[src/rtl/trace_stream_tx.sv]
// trace_stream_tx: buffers per-cycle debug records in a FIFO and streams them as bytes; define TRACE_HEADER_EN to prefix each record with sync byte 0xA5
module trace_stream_tx #(
  parameter int DEPTH = 8,
  parameter int CNT_W = 4
) (
  input  logic             clock,
  input  logic             reset,
  input  logic             enable,
  input  logic [7:0]       pc_in,
  input  logic [7:0]       instr_in,
  input  logic [7:0]       alu_result_in,
  input  logic [7:0]       write_data_in,
  output logic [7:0]       tx_data,
  output logic             tx_valid,
  input  logic             tx_ready,
  output logic [CNT_W-1:0] fifo_count,
  output logic [7:0]       drop_count,
  output logic             overflow
);
  localparam int AW = $clog2(DEPTH);
  localparam logic STATE_IDLE = 1'b0;
  localparam logic STATE_SEND = 1'b1;
`ifdef TRACE_HEADER_EN
  localparam logic [2:0] LAST_IDX = 3'd4;
`else
  localparam logic [2:0] LAST_IDX = 3'd3;
`endif
  logic [31:0]   mem [DEPTH];
  logic [AW-1:0] wr_ptr, rd_ptr;
  logic          state;
  logic [31:0]   record;
  logic [2:0]    byte_idx;
  logic          last_accept, pop, push, drop;
  logic [7:0]    cur_byte;
  // pop feeds the serializer when idle or when the last byte of a record is taken; a full FIFO still accepts a push on a pop cycle
  always_comb begin
    last_accept = state == STATE_SEND && tx_ready && byte_idx == LAST_IDX;
    pop         = fifo_count != '0 && (state == STATE_IDLE || last_accept);
    push        = enable && (fifo_count < CNT_W'(DEPTH) || pop);
    drop        = enable && !push;
`ifdef TRACE_HEADER_EN
    cur_byte    = byte_idx == 3'd0 ? 8'hA5 :
                  byte_idx == 3'd1 ? record[31:24] :
                  byte_idx == 3'd2 ? record[23:16] :
                  byte_idx == 3'd3 ? record[15:8] : record[7:0];
`else
    cur_byte    = byte_idx == 3'd0 ? record[31:24] :
                  byte_idx == 3'd1 ? record[23:16] :
                  byte_idx == 3'd2 ? record[15:8] : record[7:0];
`endif
    tx_valid    = state == STATE_SEND;
    tx_data     = tx_valid ? cur_byte : 8'h00;
  end
  // record storage needs no reset; pointers and count define validity
  always_ff @(posedge clock) begin
    if (!reset && push) mem[wr_ptr] <= {pc_in, instr_in, alu_result_in, write_data_in};
  end
  // FIFO bookkeeping, drop accounting and the serializer FSM
  always_ff @(posedge clock) begin
    if (reset) begin
      wr_ptr     <= '0;
      rd_ptr     <= '0;
      fifo_count <= '0;
      drop_count <= '0;
      overflow   <= 1'b0;
      state      <= STATE_IDLE;
      record     <= '0;
      byte_idx   <= '0;
    end else begin
      if (push) wr_ptr <= wr_ptr + 1'b1;
      if (pop) rd_ptr <= rd_ptr + 1'b1;
      fifo_count <= fifo_count + CNT_W'(push) - CNT_W'(pop);
      if (drop && drop_count != 8'hFF) drop_count <= drop_count + 8'd1;
      if (drop) overflow <= 1'b1;
      if (pop) begin
        record   <= mem[rd_ptr];
        byte_idx <= '0;
        state    <= STATE_SEND;
      end else if (state == STATE_SEND && tx_ready) begin
        if (byte_idx == LAST_IDX) state <= STATE_IDLE;
        else byte_idx <= byte_idx + 3'd1;
      end
    end
  end
endmodule

[config.mk]
export PLATFORM = sky130hd
export DESIGN_NAME = trace_stream_tx
export DESIGN_NICKNAME = d
export VERILOG_FILES = /design/src/rtl/trace_stream_tx.sv
export SDC_FILE = /design/constraint.sdc
export NUM_CORES = 1
export LEC_CHECK = 0
export BUFFER_PORTS_ARGS = -buffer_cell sky130_fd_sc_hd__buf_2
export CAP_MARGIN = 30
export CORE_MARGIN = 2
export CORE_UTILIZATION = 45
export CTS_CLUSTER_DIAMETER = 100
export DETAILED_ROUTE_END_ITERATION = 8
export MAX_ROUTING_LAYER = met4
export PLACE_DENSITY = 0.66
export SYNTH_ARGS = -nofsm -noshare
export SYNTH_HDL_FRONTEND = slang
export SYNTH_SLANG_ARGS = --single-unit
[constraint.sdc]
create_clock -name clock -period 7.3 [get_ports clock]
set_input_delay 1.46 -clock clock [delete_from_list [all_inputs] [get_ports clock]]
set_output_delay 1.46 -clock clock [all_outputs]
set_load 0.03 [all_outputs]
==> results of run 1 <==
## cell type report
cell class	count	area, um^2	area share, %
clock buffers	42	891	6.41
clock inverters	17	96.3	0.693
inverters	24	90.1	0.648
multi-input cells	358	3140	22.6
flip-flops and latches	311	8790	63.3
well taps	341	427	3.07
repair buffers	72	458	3.30
## per-stage QoR
stage | std cells | setup slack (ns)
2_1_floorplan | 739 | 1.46
3_3_place_gp | 1103 | 2.94
3_5_place_dp | 1105 | 3.12
4_1_cts | 1164 | 3.17
5_1_grt | 1165 | 3.02
6_report | 1165 | 3.17
## sequential cells by signal, indices dropped and copies added, names as in the netlist
name	flops
mem	256
record	32
drop_count	8
fifo_count	4
byte_idx	3
rd_ptr	3
wr_ptr	3
overflow	1
tx_valid	1
## power by group through the flow
stage / logic, mW / clock network [mW] / registers [mW]
3_5_place_dp: 1.06 / 0 / 2.23
4_1_cts: 1.07 / 1.55 / 2.20
2_1_floorplan: 0.848 / 0 / 2.19
6_report: 1.06 / 1.52 / 2.20
5_1_grt: 1.17 / 1.63 / 2.21
3_3_place_gp: 1.05 / 0 / 2.23
## per-layer routing
layer / part of all wire, % / GRT usage [%] / routed length, um
met3: 4.5 / 3.06 / 1050
met5: 0 / - / 0
met1: 46 / 23.6 / 10600
met2: 48 / 26.6 / 11100
met4: 1.9 / 4.50 / 442
## worst max-delay path, delay by kind of cell (launching register included)
family | cells | cell delay, ns
compound gates | 2 | 0.60
fa+ha+maj | 1 | 0.35
buf+inv | 2 | 0.36
flops | 1 | 0.34
simple gates | 2 | 0.51
## kinds of logic (layout without fill, tap and decap cells)
family          after synthesis  in the layout  synth area share [%]
buf+inv                      70            155                  2.99
flops                       311            311                  71.8
mux                         100            100                  11.6
compound gates              123            123                  7.24
xor+xnor                      5              5                 0.358
simple gates                116            116                  4.61
fa+ha+maj                    14             14                  1.49
## cells in the final DEF, fill, tap and decap left out, types with 3 or more instances in the layout
master / count
edfxtp_1: 256
buf_16: 3
o221ai_1: 8
mux4_1: 3
buf_4: 12
mux4_2: 29
clkbuf_1: 7
nor3_1: 29
ha_1: 13
clkinv_1: 8
xnor2_1: 3
clkbuf_16: 34
a211oi_1: 40
nor2b_1: 4
buf_2: 57
o41ai_1: 3
dfxtp_1: 53
clkinv_2: 5
o22ai_1: 32
a2bb2oi_1: 8
nand3_1: 5
mux2i_1: 66
a21oi_1: 8
nor2_1: 36
nand2_1: 19
o211ai_1: 4
inv_1: 22
a21boi_0: 9
nor3_2: 3
## how the worst min path moves through the flow
stage / end / depth (start not counted)
floorplan: record[16]$_SDFFE_PP0P_ / 2
global placement: overflow$_SDFFE_PP0P_ / 2
detailed placement: overflow$_SDFFE_PP0P_ / 2
CTS: overflow$_SDFFE_PP0P_ / 2
global route: overflow$_SDFFE_PP0P_ / 2
finish: overflow$_SDFFE_PP0P_ / 2
==> results.yml, run 1 <==
outcome:
  status: "finished, final reports clean"
cells_and_area:
  fin_area_um2: 13900
  area_growth_pct: 13.5
  n_fill_cell: 2198
  drive_gt1_share_pct: 19.9
  nNetsFinal: 851
  final_util_pct: 51.7
  n_antenna_cell: 0
floorplanning:
  core_area_um2: 26900
  io_pins: 58
  dieHeight_um: 169
  dieArea_um2: 28600
  initial_core_util_pct: 45.6
  std_cell_rows: 60
  fp.dieW_um: 169
global_routing:
  grt_pass1_vias: 6440
  overflow: 0
  grt_pass1_wl_mm: 36.6
  antenna_found_initial: 0
  grt_max_degree: 60
  track_usage_pct: 17.1
job:
  drv_cap: 0
yosys:
  synth-seq-cells: 311
  synthCells: 739
  synth-async-reset-ratio_pct: 0
  yosysMostFrequentCell: "edfxtp_1"
  yosysTopAreaCell: "edfxtp_1"
  synthDistinctLibCells: 53
  yosysWarningCount: 0
  synth-edff-count: 256
  synth_nets: 789
  synth.top_cell.area_share_pct: 62.8
  ys_seq_area_share_pct: 71.8
  synth_area_um2: 12200
  synth_area_leaders: "edfxtp_1 63%, dfxtp_1 9.0%, mux2i_1 5.4%, mux4_2 5.3%, a211oi_1 2.5%"
  avgSynthCellArea_um2: 16.6
  ys.flop_type: "edfxtp_1"
  synth_commonest_cells: "256 x edfxtp_1, 66 x mux2i_1, 55 x dfxtp_1"
pwr:
  intPower_mw: 3.38
  clkPwrFrac_pct: 31.8
  swShare_pct: 29.3
  power_mw: 4.77
  leakage_nw: 4.49
  ir_worst_vdd_uv: 179
  p_sw_mw: 1.40
  p_comb_share_pct: 22.2
  pwr-share-seq_pct: 46.0
  power_density_nw_per_um2: 343
detailed_routing:
  antenna_left: 0
  dr_total_vias: 6480
  drc_errors: 0
  drt_iter0_markers: 448
  wirelength_mm: 23.1
  via_per_inst: 5.56
  drt-pass1-iter-count: 5
  wire_per_inst_um: 19.9
worst_setup_path:
  crit_path_start_kind: "flip-flop"
  crit_arrival_ns: 2.67
  rr_worst_depth: 8
  rr_endpoint: "mem[6][24]$_DFFE_PP_"
  path_class: "reg -> out"
  r2r_setup_slack_ns: 3.80
  cpMostUsedCell: "nor2_1"
  cp-endpoint: "tx_data[0]"
  cp_max_fo: 10
  slowest_stage: "nor2_1"
  endpoint_kind: "output port"
  startpoint: "byte_idx[1]$_SDFFE_PP0P_"
  slowest_delay_ns: 0.42
  rr_startpoint: "byte_idx[2]$_SDFFE_PP0P_"
  crit_chain: "inv_1, ha_1, nor2_1, nor2_1, o221ai_1, a21boi_0, buf_2"
  required_ns: 5.84
clocking:
  path_clk_slew_ns: 0.06
  insertion_delay_ns: 0.51
  cts_buffers: 34
  cts.repair.resized: 0
  cts_tree: "built"
  h-tree-depth: 2
  cts_buffer_depth: 3
  post_cts_buffers: 0
  clock_sinks: 311
  cts-root-buf: "clkbuf_16"
  holdBufCountCts: 0
place:
  hpwlAfterDp_mm: 13.9
  gp_congestion: 0.839
  placed_area_um2: 12900
  portBuffers: 57
timing:
  finClkSkew_ns: 0.0129
  rsz0062_at_grt: "no"
  max_slew.worst_pin.slew_ns: 0.968
  final.min_clock_period_ns: 4.13
  fmax_ghz: 0.242
  finalCritPeriodShare_pct: 56.5
  timing.hold.ws_ns: 0.438
  slew-limit-headroom_pct: 35.0
  slew_violations: 0
  finalHoldViolCount: 0
  finalSetupViolCount: 0
  tns_ns: 0
hold_path:
  hp-class: "reg -> reg"
  hold_start: "overflow$_SDFFE_PP0P_"
Power figures use the tool's default switching activity.
==> run 2: changes to the inputs <==
--- a/config.mk
+++ b/config.mk
@@ -5,6 +5,7 @@
 export SDC_FILE = /design/constraint.sdc
 export NUM_CORES = 1
 export LEC_CHECK = 0
+export ABC_AREA = 1
 export BUFFER_PORTS_ARGS = -buffer_cell sky130_fd_sc_hd__buf_2
 export CAP_MARGIN = 30
 export CORE_MARGIN = 2
==> constraint.sdc (replaced) <==
create_clock -name clock -period 4.15 [get_ports clock]
set_input_delay 0.83 -clock clock [delete_from_list [all_inputs] [get_ports clock]]
set_output_delay 0.83 -clock clock [all_outputs]
set_load 0.03 [all_outputs]
==> run 2 against run 1 <==
  * Combinational power grew 94%
  * Sequential cell count is the same
  * Worst setup slack lost 2.4 ns
  * Final area grew 1.5%
  * Largest cell class unchanged
==> results.yml, run 2 <==
outcome:
  status: "finished, final reports clean"
clocking:
  h-tree-depth: 1
  path_clk_slew_ns: 0.06
  holdBufCountCts: 0
  cts_buffers: 31
  insertion_delay_ns: 0.55
  post_cts_buffers: 0
  cts_buffer_depth: 3
  cts_tree: "built"
  cts.repair.resized: 0
  cts-root-buf: "clkbuf_16"
  clock_sinks: 311
place:
  gp_congestion: 0.817
  hpwlAfterDp_mm: 15.6
  placed_area_um2: 13100
  dp_slack_ns: 1.27
  dp_cells: 1452
  portBuffers: 57
timing:
  finClkSkew_ns: 0.00982
  timing.hold.ws_ns: 0.451
  tns_ns: 0
  finalSetupViolCount: 0
  worst_slack_ns: 0.758
  fmax_ghz: 0.295
  slew_violations: 0
  finalCritPeriodShare_pct: 81.7
  final.min_clock_period_ns: 3.39
  finalHoldViolCount: 0
  max_slew.worst_pin.slew_ns: 0.982
  slew-limit-headroom_pct: 34.5
  rsz0062_at_grt: "no"
yosys:
  synth_area_um2: 12500
  synth-async-reset-ratio_pct: 0
  synth_commonest_cells: "256 x edfxtp_1, 215 x nor2_1, 125 x o21ai_0"
  synth-seq-cells: 311
  yosysWarningCount: 0
  synthCells: 1066
  synth_area_leaders: "edfxtp_1 62%, dfxtp_1 8.8%, nor2_1 6.5%, o21ai_0 5.0%, o211ai_1 3.9%"
  yosysMostFrequentCell: "edfxtp_1"
  synth_nets: 1116
  ys_seq_area_share_pct: 70.5
  synthDistinctLibCells: 29
  synth-edff-count: 256
  avgSynthCellArea_um2: 11.7
  synth.top_cell.area_share_pct: 61.7
  yosysTopAreaCell: "edfxtp_1"
  ys.flop_type: "edfxtp_1"
pwr:
  intPower_mw: 5.96
  ir_worst_vdd_uv: 362
  p_comb_share_pct: 23.5
  power_density_nw_per_um2: 624
  pwr-share-seq_pct: 45.6
  clkPwrFrac_pct: 31.0
  leakage_nw: 4.92
  swShare_pct: 32.4
  p_sw_mw: 2.85
cells_and_area:
  area_growth_pct: 13.2
  regMostFlops: "mem"
  reg_top3: "mem: 256 flops, record: 32 flops, drop_count: 8 flops"
  drive_gt1_share_pct: 12.0
  layout_common_cells: "256 x edfxtp_1, 211 x nor2_1, 125 x o21ai_0"
  n_fill_cell: 2339
  nNetsFinal: 1163
  final_common_cell: "edfxtp_1"
  finalNonFillerCells: 1510
  largest_reg_flops: 256
  fin_area_um2: 14100
global_routing:
  grt_pass1_vias: 7876
  track_usage_pct: 19.7
  overflow: 0
  antenna_found_initial: 1
  grt_max_degree: 90
  grt_pass1_wl_mm: 43.3
hold_path:
  hp-class: "reg -> reg"
  hold_start: "record[25]$_SDFFE_PP0P_"
detailed_routing:
  drt-pass1-iter-count: 5
  wirelength_mm: 27.1
  drc_errors: 0
  dr_total_vias: 8080
  drt_iter0_markers: 680
  antenna_left: 0
  wire_per_inst_um: 17.9
  via_per_inst: 5.35
floorplanning:
  fp.dieW_um: 170
  std_cell_rows: 60
  initial_core_util_pct: 46.0
  dieHeight_um: 170
  core_area_um2: 27100
  dieArea_um2: 29000
  io_pins: 58
worst_setup_path:
  startpoint: "byte_idx[1]$_SDFFE_PP0P_"
  rr_startpoint: "byte_idx[2]$_SDFFE_PP0P_"
  crit_arrival_ns: 2.56
  crit_path_start_kind: "flip-flop"
  endpoint_kind: "output port"
  path_class: "reg -> out"
  cp_max_fo: 16
  required_ns: 3.32
job:
  drv_cap: 0
==> run 2: cell types whose count changed after synthesis, sizes merged, moves of 32 or more <==
cell    before  now
nor2        38  217
o21ai        3  141
nand2       20  126
mux2i       66    0
o211ai       4   64
nand3        6   46
a211oi      40    1
mux4        32    0
o22ai       32    0
==> run 2: kinds of logic (layout without fill, tap and decap cells) <==
group	Yosys count	after routing	synth area share (%)
AOI/OAI and AO/OA	245	245	11.2
xor gates and xnor gates	4	4	0.281
adders and majority gates	14	14	1.47
buffers and inverters	92	163	3.72
DFF	311	311	70.5
other	0	1	0
and+or+nand+nor	400	400	12.9
==> run 2: worst paths after layout <==
check,cells past startpoint,slack [ns],endpoint
max,7,0.76,tx_data[4]
min reg2reg,2,0.45,record[25]$_SDFFE_PP0P_
max reg2reg,11,1.31,mem[1][7]$_DFFE_PP_
min,2,0.45,record[25]$_SDFFE_PP0P_
==> run 2: metrics by stage <==
step,utilization (%),power [mW]
2_1_floorplan,-,5.58
3_3_place_gp,48.4,6.11
3_5_place_dp,48.4,6.15
4_1_cts,52.1,8.87
5_1_grt,52.1,9.32
6_report,52.1,8.80
==> run 2: metal layers <==
layer | routed length, um | GRT usage (%) | up-vias
met3 | 1460 | 2.63 | 46
li1 | - | - | 3883
met1 | 12100 | 26.5 | 3936
met5 | 0 | - | -
met2 | 13000 | 31.9 | 215
met4 | 514 | 4.83 | 0
==> run 2: layout make-up <==
class / count / area (um^2) / share of cell area [%]
flip-flops and latches: 311 / 8800 / 62.3
inverters: 30 / 114 / 0.807
multi-input cells: 663 / 3260 / 23.1
clock buffers: 48 / 911 / 6.45
well taps: 372 / 465 / 3.30
clock inverters: 9 / 95.1 / 0.674
diodes: 1 / 2.50 / 0.0177
repair buffers: 76 / 465 / 3.30
==> run 2: power groups by stage <==
stage | clock network [mW] | registers (mW) | logic [mW]
after global routing | 2.90 | 4.05 | 2.37
after floorplan | 0 | 3.88 | 1.70
after global placement | 0 | 4.07 | 2.03
after detailed placement | 0 | 4.07 | 2.07
final | 2.73 | 4.01 | 2.06
after CTS | 2.77 | 4.01 | 2.09
==> run 2: critical path, cell delays in order, from the launching register on <==
cell and delay [ns]:
dfxtp_1 0.34, inv_1 0.09, ha_1 0.14, inv_1 0.04, nor2_1 0.67, a21oi_1 0.16
a21oi_1 0.30, buf_2 0.27
==> run 3: changes to the inputs <==
==> constraint.sdc (replaced) <==
create_clock -name clock -period 3.13 [get_ports clock]
set_input_delay 0.626 -clock clock [delete_from_list [all_inputs] [get_ports clock]]
set_output_delay 0.626 -clock clock [all_outputs]
set_load 0.03 [all_outputs]
==> run 3 against run 2 <==
  * Critical path depth grew 1
  * Die area is the same
  * Register-to-register slack lost 0.71 ns
  * First-iteration DRC count grew 8.7%
==> results.yml, run 3 (synthesis gave the netlist of run 2 again) <==
worst_setup_path:
  required_ns: 2.50
  path_class: "reg -> out"
  startpoint: "byte_idx[0]$_SDFFE_PP0P_"
  worstSetupPathDepth: 8
  endpoint_kind: "output port"
  rr_worst_depth: 16
  slowest_delay_ns: 0.38
  crit_chain: "inv_1, ha_1, nand2_2, nand2_1, a21oi_1, a21oi_1, a21oi_1, buf_2"
  cp_top_family: "compound AO/OA/AOI/OAI gates"
  cp_max_fo: 9
  slowest_stage: "dfxtp_1"
  cpMostUsedCell: "a21oi_1"
  crit_buf_inv: 2
  crit_path_start_kind: "flip-flop"
  crit_arrival_ns: 2.32
  rr_startpoint: "byte_idx[0]$_SDFFE_PP0P_"
outcome:
  status: "finished, final reports clean"
pwr:
  swShare_pct: 31.6
  pwr-share-seq_pct: 42.6
  power_density_nw_per_um2: 843
  p_sw_mw: 3.83
  leakage_nw: 5.02
  intPower_mw: 8.28
  clkPwrFrac_pct: 33.6
  p_comb_share_pct: 23.8
  ir_worst_vdd_uv: 371
detailed_routing:
  wirelength_mm: 27.0
  dr_total_vias: 8079
  wire_per_inst_um: 17.8
  antenna_left: 0
  drc_errors: 0
  drt-pass1-iter-count: 5
  via_per_inst: 5.33
  drt_iter0_markers: 739
clocking:
  insertion_delay_ns: 0.51
  clock_sinks: 311
  cts_buffers: 34
  cts-root-buf: "clkbuf_16"
  path_clk_slew_ns: 0.06
  cts_tree: "built"
  holdBufCountCts: 0
  post_cts_buffers: 0
  h-tree-depth: 2
  cts_buffer_depth: 3
cells_and_area:
  regMostFlops: "mem"
  n_fill_cell: 2313
  final_common_cell: "edfxtp_1"
  drive_gt1_share_pct: 13.0
  reg_top3: "mem: 256 flops, record: 32 flops, drop_count: 8 flops"
  layout_common_cells: "256 x edfxtp_1, 211 x nor2_1, 125 x o21ai_0"
  area_growth_pct: 15.1
  largest_reg_flops: 256
  fin_area_um2: 14400
  nNetsFinal: 1168
global_routing:
  grt_pass1_vias: 7953
  grt_pass1_wl_mm: 43.0
  grt_max_degree: 81
  track_usage_pct: 19.8
  overflow: 0
  antenna_found_initial: 2
floorplanning:
  dieHeight_um: 170
  io_pins: 58
  fp.dieW_um: 170
  core_area_um2: 27100
  dieArea_um2: 29000
  std_cell_rows: 60
  initial_core_util_pct: 46.0
timing:
  final.min_clock_period_ns: 2.95
  rsz0062_at_grt: "no"
  slew_violations: 0
  slew-limit-headroom_pct: 44.3
  finalSetupViolCount: 0
  finalCritPeriodShare_pct: 94.1
  timing.hold.ws_ns: 0.378
  finalHoldViolCount: 0
  max_slew.worst_pin.slew_ns: 0.835
  fmax_ghz: 0.340
  finClkSkew_ns: 0.0159
hold_path:
  hold_start: "alu_result_in[4]"
  min_path_cells: 1
  hp-class: "in -> reg"
place:
  placed_area_um2: 13200
  portBuffers: 57
  gp_congestion: 0.828
  hpwlAfterDp_mm: 15.3
job:
  drv_cap: 0
## run 3: cell types whose count changed in the layout (fill, tap and decap cells not counted), sizes merged
cell,delta
clkbuf,-5
bufinv,+2
buf,+2
diode,+1
clkinv,+6
## run 3: layer usage
layer | track usage, % | part of all wire [%]
met4 | 6.06 | 2.1
met3 | 3.70 | 5.7
met1 | 25.7 | 44
met5 | - | 0
met2 | 32.0 | 49
## run 3: area by class of cell
| class | count | area (um^2) | share of cell area, % |
|---|---|---|---|
| clock inverter | 17 | 190 | 1.33 |
| antenna | 2 | 5.00 | 0.0349 |
| multi-input combinational | 663 | 3270 | 22.8 |
| inverter | 30 | 114 | 0.793 |
| clock buffer | 43 | 968 | 6.75 |
| timing repair buffer | 78 | 543 | 3.78 |
| sequential | 311 | 8800 | 61.3 |
| tap | 372 | 465 | 3.24 |
## run 3: stage by stage
stage | util, % | setup slack, ns | TNS, ns | instances | total power, mW
after detailed placement | 48.6 | 0.616 | 0 | 1454 | 8.13
after global placement | 48.6 | 0.672 | 0 | 1454 | 8.05
after floorplan | - | -0.917 | -117.36 | 1066 | 7.40
after CTS | 52.9 | 0.124 | 0 | 1514 | 12.2
final | 53.0 | 0.185 | 0 | 1516 | 12.1
after global routing | 53.0 | 0.0644 | 0 | 1516 | 12.8
## run 3: worst paths after layout
check        slack [ns]                       end
max                0.18                tx_data[0]
min                0.38      mem[2][12]$_DFFE_PP_
min reg2reg        0.46     overflow$_SDFFE_PP0P_
max reg2reg        0.60  fifo_count[3]$_SDFF_PP0_
## run 3: worst reg2reg max path, delay by kind of cell (launching register included)
family	cells	cell delay, ns
flip-flops	1	0.34
AO/OA/AOI/OAI	1	0.27
adder cells (fa/ha/maj)	4	0.93
AND/OR/NAND/NOR	10	0.84
buffers and inverters	1	0.06
## run 3: repair_timing
action | in CTS | in global routing
endpoints found under the hold margin | 0 | 0
setup endpoints to repair | 0 | 2
gates resized for setup | 0 | 2
## run 3: power groups by stage
stage	Sequential [mW]	Clock (mW)	Combinational, mW
after detailed placement	5.24	0	2.89
after global placement	5.24	0	2.81
after global routing	5.20	4.31	3.30
after floorplan	5.14	0	2.26
final	5.16	4.07	2.87
after CTS	5.15	4.14	2.91
